### src/rtl/gameplay_control_n.sv
// Tower-game gameplay controller: turns key presses and the overlap flag into
// datapath load/move/retry strobes, and keeps the row, chance and score counters.
module gameplay_control_n #(
    parameter int NUM_ROWS     = 7,
    parameter int ROW_HEIGHT   = 16,
    parameter int Y_BASE       = 104,
    parameter int Y_W          = 7,
    parameter int CHANCE_W     = 3,
    parameter int INIT_CHANCES = 3,
    parameter int SCORE_W      = 8
) (
    input  logic                          clk,
    input  logic                          resetn,
    input  logic                          s,
    input  logic                          p,
    input  logic                          o,
    output logic                          ld_y,
    output logic [Y_W-1:0]                new_y,
    output logic                          enable,
    output logic                          move_on,
    output logic                          go_back,
    output logic                          inc_score,
    output logic                          dec_chances,
    output logic [1:0]                    game_status,
    output logic [$clog2(NUM_ROWS)-1:0]   row,
    output logic [CHANCE_W-1:0]           chances,
    output logic [SCORE_W-1:0]            score
);
    localparam int ROW_W = $clog2(NUM_ROWS);

    localparam logic [1:0] ST_PAUSED  = 2'b00;
    localparam logic [1:0] ST_PLAYING = 2'b01;
    localparam logic [1:0] ST_WIN     = 2'b10;
    localparam logic [1:0] ST_LOSE    = 2'b11;

    typedef enum logic [1:0] {S_LOAD, S_PLAY, S_WIN, S_LOSE} state_t;

    state_t               state_q, state_d;
    logic                 s_q;
    logic [ROW_W-1:0]     row_q, row_d;
    logic [CHANCE_W-1:0]  chances_q, chances_d;
    logic [SCORE_W-1:0]   score_q, score_d;
    logic [Y_W-1:0]       new_y_q, new_y_d;
    logic [1:0]           status_q, status_d;
    logic                 ld_y_q, ld_y_d, move_on_q, move_on_d, go_back_q, go_back_d;
    logic                 inc_q, inc_d, dec_q, dec_d, enable_q, enable_d;
    logic                 press;

    // s_q resets high so a key held through reset is not seen as a press.
    assign press = s & ~s_q;

    always_comb begin
        state_d   = state_q;
        row_d     = row_q;
        chances_d = chances_q;
        score_d   = score_q;
        status_d  = status_q;
        ld_y_d    = 1'b0;
        move_on_d = 1'b0;
        go_back_d = 1'b0;
        inc_d     = 1'b0;
        dec_d     = 1'b0;
        enable_d  = 1'b0;
        case (state_q)
            S_LOAD: begin
                state_d  = S_PLAY;
                enable_d = ~p;
                status_d = p ? ST_PAUSED : ST_PLAYING;
            end
            S_PLAY: begin
                enable_d = ~p;
                status_d = p ? ST_PAUSED : ST_PLAYING;
                // A press during pause is dropped rather than queued.
                if (press && !p) begin
                    enable_d = 1'b0;
                    if (o) begin
                        inc_d   = 1'b1;
                        score_d = (score_q == '1) ? score_q : score_q + SCORE_W'(1);
                        if (row_q == ROW_W'(NUM_ROWS - 1)) begin
                            state_d  = S_WIN;
                            status_d = ST_WIN;
                        end else begin
                            row_d     = row_q + ROW_W'(1);
                            state_d   = S_LOAD;
                            ld_y_d    = 1'b1;
                            move_on_d = 1'b1;
                        end
                    end else begin
                        dec_d     = 1'b1;
                        go_back_d = 1'b1;
                        if (chances_q == CHANCE_W'(1)) begin
                            chances_d = '0;
                            state_d   = S_LOSE;
                            status_d  = ST_LOSE;
                        end else begin
                            chances_d = chances_q - CHANCE_W'(1);
                            state_d   = S_LOAD;
                            ld_y_d    = 1'b1;
                        end
                    end
                end
            end
            S_WIN, S_LOSE: begin
                status_d = (state_q == S_WIN) ? ST_WIN : ST_LOSE;
                if (press) begin
                    row_d     = '0;
                    score_d   = '0;
                    chances_d = CHANCE_W'(INIT_CHANCES);
                    state_d   = S_LOAD;
                    status_d  = ST_PLAYING;
                    ld_y_d    = 1'b1;
                    move_on_d = 1'b1;
                end
            end
            default: begin
                state_d  = S_LOAD;
                row_d    = '0;
                ld_y_d   = 1'b1;
                status_d = ST_PLAYING;
            end
        endcase
        new_y_d = Y_W'(Y_BASE - int'(row_d) * ROW_HEIGHT);
    end

    always_ff @(posedge clk or posedge resetn) begin
        if (resetn) begin
            state_q   <= S_LOAD;
            s_q       <= 1'b1;
            row_q     <= '0;
            chances_q <= CHANCE_W'(INIT_CHANCES);
            score_q   <= '0;
            new_y_q   <= Y_W'(Y_BASE);
            status_q  <= ST_PLAYING;
            ld_y_q    <= 1'b1;
            move_on_q <= 1'b1;
            go_back_q <= 1'b0;
            inc_q     <= 1'b0;
            dec_q     <= 1'b0;
            enable_q  <= 1'b0;
        end else begin
            state_q   <= state_d;
            s_q       <= s;
            row_q     <= row_d;
            chances_q <= chances_d;
            score_q   <= score_d;
            new_y_q   <= new_y_d;
            status_q  <= status_d;
            ld_y_q    <= ld_y_d;
            move_on_q <= move_on_d;
            go_back_q <= go_back_d;
            inc_q     <= inc_d;
            dec_q     <= dec_d;
            enable_q  <= enable_d;
        end
    end

    assign ld_y        = ld_y_q;
    assign new_y       = new_y_q;
    assign enable      = enable_q;
    assign move_on     = move_on_q;
    assign go_back     = go_back_q;
    assign inc_score   = inc_q;
    assign dec_chances = dec_q;
    assign game_status = status_q;
    assign row         = row_q;
    assign chances     = chances_q;
    assign score       = score_q;
endmodule

### config.mk
export PLATFORM = sky130hd
export DESIGN_NAME = gameplay_control_n
export DESIGN_NICKNAME = d
export VERILOG_FILES = /design/src/rtl/gameplay_control_n.sv
export SDC_FILE = /design/constraint.sdc
export NUM_CORES = 1
export LEC_CHECK = 0
export ABC_AREA = 1
export CAP_MARGIN = 20
export CORE_MARGIN = 2
export CORE_UTILIZATION = 27
export DETAILED_ROUTE_END_ITERATION = 16
export GPL_ROUTABILITY_DRIVEN = 1
export PLACE_DENSITY_LB_ADDON = 0.05
export SLEW_MARGIN = 20
export SYNTH_ARGS = -nofsm -noshare
export SYNTH_HDL_FRONTEND = slang
export SYNTH_SLANG_ARGS = --single-unit
### constraint.sdc
create_clock -name clk -period 1.75 [get_ports clk]
set_clock_uncertainty 0.1 [all_clocks]
set_input_delay 0.35 -clock clk [delete_from_list [all_inputs] [get_ports clk]]
set_output_delay 0.35 -clock clk [all_outputs]
set_load 0.05 [all_outputs]
* Yosys cells after proc, flatten, opt, wreduce, memory -nomap -nowiden
Index checks and enable logic that the tools add are counted.
Word-level totals: flip-flop bits (word level) 31, input bits 5, memories 0, memory bits (writable) 0, bits in read-only memories 0, logic and storage cells 84, bits in latches 0
Operators by class: equal/unequal tests 11, mux-type cells 46, shift operators 0, multipliers 0, order comparisons 0, $add $sub $neg 4, div/mod/pow operators 0, reductions and logical operators 8, bitwise gates (word level) 3
Operators by type and width (count):
- two-way mux 8 bit | 4
- two-way mux 3 bit | 8
- two-way mux 2 bit | 10
- two-way mux 1 bit | 16
- one-hot mux 8 bit (2 select lines) | 1
- one-hot mux 2 bit (3 select lines) | 2
- one-hot mux 3 bit (2 select lines) | 2
- inequality test 2 bit, second input constant | 5
- adder 8 x 1 -> 8 bit, second input constant | 1
- == test 8 bit, second input constant | 1
- subtractor 7 bit, first input constant | 1
- one-hot mux 1 bit (2 select lines) | 3
- AND reduction 5 bit | 1
- == test 2 bit, second input constant | 2
- AND reduction 4 bit | 1
- adder 3 x 1 -> 3 bit, second input constant | 1
- == test 3 x 1 -> 1 bit, second input constant | 1
- == test 3 bit, second input constant | 1
- subtractor 3 x 1 -> 3 bit, second input constant | 1
- == test 2 x 1 -> 1 bit, second input constant | 1
- logical NOT 2 bit | 1
- inverter 1 bit | 2
- AND reduction 2 bit | 1
- nonzero test 2 bit | 1
- 4 further kinds | 4

* Longest topological paths before layout
depth in word-level cells 6, gate-level depth with buffers 11

* Least setup slack after synthesis
Ideal clock, no wire load.
path kind reg-to-reg, start register score_q[0] (netlist: score[0]), end register score_q[2] (netlist: score[2]), stages on the path, launching flop included 9, path slack -0.179 ns, clock period less this slack 1.929 ns, data required time 1.576 ns, arrival time 1.755 ns, library setup time 0.074 ns, cells stage by stage dfrtp_1 ha_1 nand3_1 nor2_1 nand4_1 nand3_4 buf_8 nand2_2 o21ai_2
On the way: word-level cells in the longest chain between the ends 5
RTL lines:
- start, declared | line 42 | logic [SCORE_W-1:0] score_q, score_d;
- start signal, assigned | line 145 | score_q <= score_d;
- adder 8 x 1 -> 8 bit | line 78 | score_d = (score_q == '1) ? score_q : score_q + SCORE_W'(1);
- two-way mux 8 bit | line 78
- two-way mux 8 bit | line 76 | if (o) begin
- two-way mux 8 bit | line 74 | if (press && !p) begin
- one-hot mux 8 bit (2 select lines) | line 64 | case (state_q)
Several ways; a longest one is shown, not always the timed one. The select of a mux whose other input is x is not followed. A chain may end at the register's enable or synchronous reset.

* Worst setup path after layout
start register s_q, end register inc_q (netlist: inc_score)
On the way: word-level cells in the longest chain between the ends 5
RTL lines:
- start, declared | line 39 | logic s_q;
- start signal, assigned | line 142 | s_q <= s;
- inverter 1 bit | line 50 | assign press = s & ~s_q;
- AND 1 bit | line 50
- logical AND 1 bit | line 74
- two-way mux 1 bit | line 74
- two-way mux 1 bit | line 64
- named net inc_d | line 46 | logic inc_q, inc_d, dec_q, dec_d, enable_q, enable_d;
- end signal, assigned | line 151 | inc_q <= inc_d;
- end, declared | line 46
The timed path passes the listed nets, and every way through them passes these cells.

==> impl_metrics.tcl <==
set metrics [dict create \
    grt_pass1_wl_um 6070 \
    clkPwrFrac_pct 14.7 \
    pre_cts_slack_ps -360 \
    postLayoutCellArea_um2 2380 \
    p_comb_share_pct 57.3 \
    ys.flop_type "dfrtp_1" \
    finalHoldViolCount 0 \
    avgViaCountPerCell 4.31 \
    grt_overflow 0 \
    clock_path_buffers 2 \
    clkSlewWorstSetupHoldPaths_ps 90 \
    antenna_found_initial 0 \
    grt_use_met3_pct 2.44 \
    yosysTopAreaCell "dfrtp_1" \
    drt-initial-drc-count 45 \
    grt_pass1_vias 1294 \
    routed_wirelength_um 3640 \
    vias 1303 \
    ir_drop_mv 0.806 \
    synth_area_leaders "dfrtp_1 (31%), dfstp_2 (14%), nand2_1 (8.7%), ha_1 (5.1%), inv_1 (4.9%)" \
    cts_hold_buf 0 \
    syn_avg_cell_area_um2 8.65 \
    ys_seq_elements 26 \
    root_buffer "clkbuf_8" \
    endpoint_kind "flip-flop" \
    syn_to_final_growth_pct 63.0 \
    drive_gt1_share_pct 50.9 \
    cts_buffers 3 \
    worstSetupPathType "reg -> reg" \
    design.core.area_um2 5170 \
    fillers 488 \
    drv_slew 0 \
    leakagePower_nw 1.13 \
    grtUsageTotal_pct 12.5 \
    yosys_warnings 0 \
    seqPwrFrac_pct 28.0 \
    ant_nets 0 \
    async_flop_share_pct 100 \
    io_pins 34 \
    htree_levels 1 \
    cap_violations 0 \
    powerDensity_nw_per_um2 1410 \
    fmax_mhz 598 \
    worstPathRequired_ps 1820 \
    synthCells 169 \
    ys_types 32 \
    top_usage_layer "met2" \
    p_int_mw 1.98 \
    whs_ps 332 \
    port-buffer-count 29 \
    hpwlAfterDp_um 2560 \
    cts_sinks 26 \
    worstPathMaxFanout 3 \
    synth_edf_count 0 \
    place_area_um2 2130 \
    die_w_um 77.6 \
    grt_max_degree 27 \
    power_switching_mw 1.38 \
    fin_ws_ps 77.9 \
    final-setup-viol-count 0 \
    initial_utilization_pct 28.3 \
    ys_seq_area_share_pct 45.2 \
    layout_min_cycle_time_ps 1670 \
    fin_nets 244 \
    netlist.area_leader.share_pct 30.8 \
    netlist_area_um2 1460 \
    cts_tree "yes" \
    first_pass_iters 4 \
    clock_latency_ps 270 \
    status "finished, final reports clean" \
    num_rows 26 \
    die_y_um 77.6 \
    hp-class "in -> async" \
    die-area_um2 6020 \
    p_sw_share_pct 41.1 \
    avgRoutedWirePerCell_um 12.1 \
    arrival_ps 1740 \
    grt.met1_usage_pct 15.5 \
    num_antenna_cells 0 \
    critPathLaunchType "flip-flop" \
    drcViolationCount 0 \
    use_met2_pct 21.7 \
    gp_congestion 0.793 \
    fin_crit_sh_pct 95.5 \
]
-- cells by family (layout without fill, tap and decap cells) --
logic type / after synthesis / after routing / synth area share (%)
and+or+nand+nor: 75 / 76 / 25.3
buffers and inverters: 32 / 92 / 10.5
DFF: 26 / 26 / 45.2
AOI/OAI and AO/OA: 25 / 25 / 11.4
adders and majority gates: 6 / 6 / 5.14
other: 2 / 4 / 0.514
xor gates and xnor gates: 2 / 2 / 1.20
muxes: 1 / 1 / 0.685
-- final cells by class --
class | instances | area, um^2 | area share, %
Timing Repair Buffer | 64 | 741 | 31.1
Multi-Input combinational cell | 114 | 724 | 30.4
Sequential cell | 26 | 668 | 28.0
Inverter | 24 | 90.1 | 3.78
Tap cell | 70 | 87.6 | 3.68
Clock buffer | 3 | 41.3 | 1.73
Clock inverter | 1 | 30.0 | 1.26
-- power by group through the flow --
stage	Sequential [mW]	Combinational, mW	Clock [mW]
after floorplan	1.39	0.538	0
after global placement	0.947	1.84	0
after detailed placement	0.951	1.85	0
after CTS	0.942	1.88	0.519
after global routing	0.965	2.06	0.543
final	0.943	1.93	0.493
-- cells in the final DEF, fill, tap and decap left out, drive strengths merged, types with 2 or more instances in the layout --
cell,n
dfrtp,18
o21ai,18
nand3,14
nand4,3
or2,4
inv,24
o22ai,3
conb,4
a21oi,2
nand2,40
dlygate4sd2,2
nor2,12
dfstp,8
ha,6
clkbuf,3
buf,60
-- registers in the layout, indices dropped and copies added (netlist names) --
register and count:
chances 3, dec_chances 1, enable 1, game_status 2
inc_score 1, ld_y 1, move_on 1, new_y 2
row 3, s_q 1, score 8, state_q 2
-- per-stage QoR --
stage / cells / setup TNS, ps / util (%) / power (mW)
finish: 302 / 0 / 46.1 / 3.37
global route: 302 / -28.5 / 46.1 / 3.57
floorplan: 171 / 0 / - / 1.93
detailed placement: 283 / -3070 / 41.3 / 2.80
CTS: 295 / 0 / 43.9 / 3.34
global placement: 283 / -2420 / 41.3 / 2.79
-- synth_stat cells, types with 2 or more instances --
cell     count
o21ai_1      4
nand4_1      3
o22ai_1      3
o21ai_2      7
dfrtp_1     18
inv_1       19
nor2_1      10
nand3_1     12
buf_4        6
nand2_1     34
a21oi_1      2
nor2_2       2
conb_1       2
nand2_2      4
nand2_4      2
dfstp_2      8
or2_2        3
o21ai_0      7
inv_2        5
ha_1         6
-- repair_timing --
action                                  CTS  global route
pin swaps                                 3             7
endpoints found under the hold margin     0             0
cloned                                    0             1
resized for setup                         3            18
setup buffers                             8             6
endpoints found under the setup margin    2            11
-- path summary, 6_finish.rpt --
kind                                        start  slack, ps                      to  depth (start not counted)
min in group clk                                s        410           s_q$_DFF_PP1_                          2
max reg2reg                         s_q$_DFF_PP1_         80     inc_score$_DFF_PP0_                          9
min reg2reg                chances[0]$_DFFE_PP1P_        460  chances[0]$_DFFE_PP1P_                          2
min                                        resetn        330    score[3]$_DFFE_PP0P_                          3
max in group asynchronous                  resetn        910      new_y[5]$_DFF_PP1_                          3
max                                 s_q$_DFF_PP1_         80     inc_score$_DFF_PP0_                          9
-- critical path: stages, from the launching register on --
cell and delay (ps):
dfstp_2 540, inv_2 50, nand3_4 90, nor3_4 50, buf_4 130, buf_4 120, buf_4 120, buf_4 120
buf_4 120, buf_4 120
-- metal layers --
layer / vias up / share of wire [%]
met5: - / 0
met4: 0 / 0.69
met3: 2 / 3.9
met2: 33 / 51
met1: 601 / 44
li1: 667 / -
(Power assumes the default switching activity.)
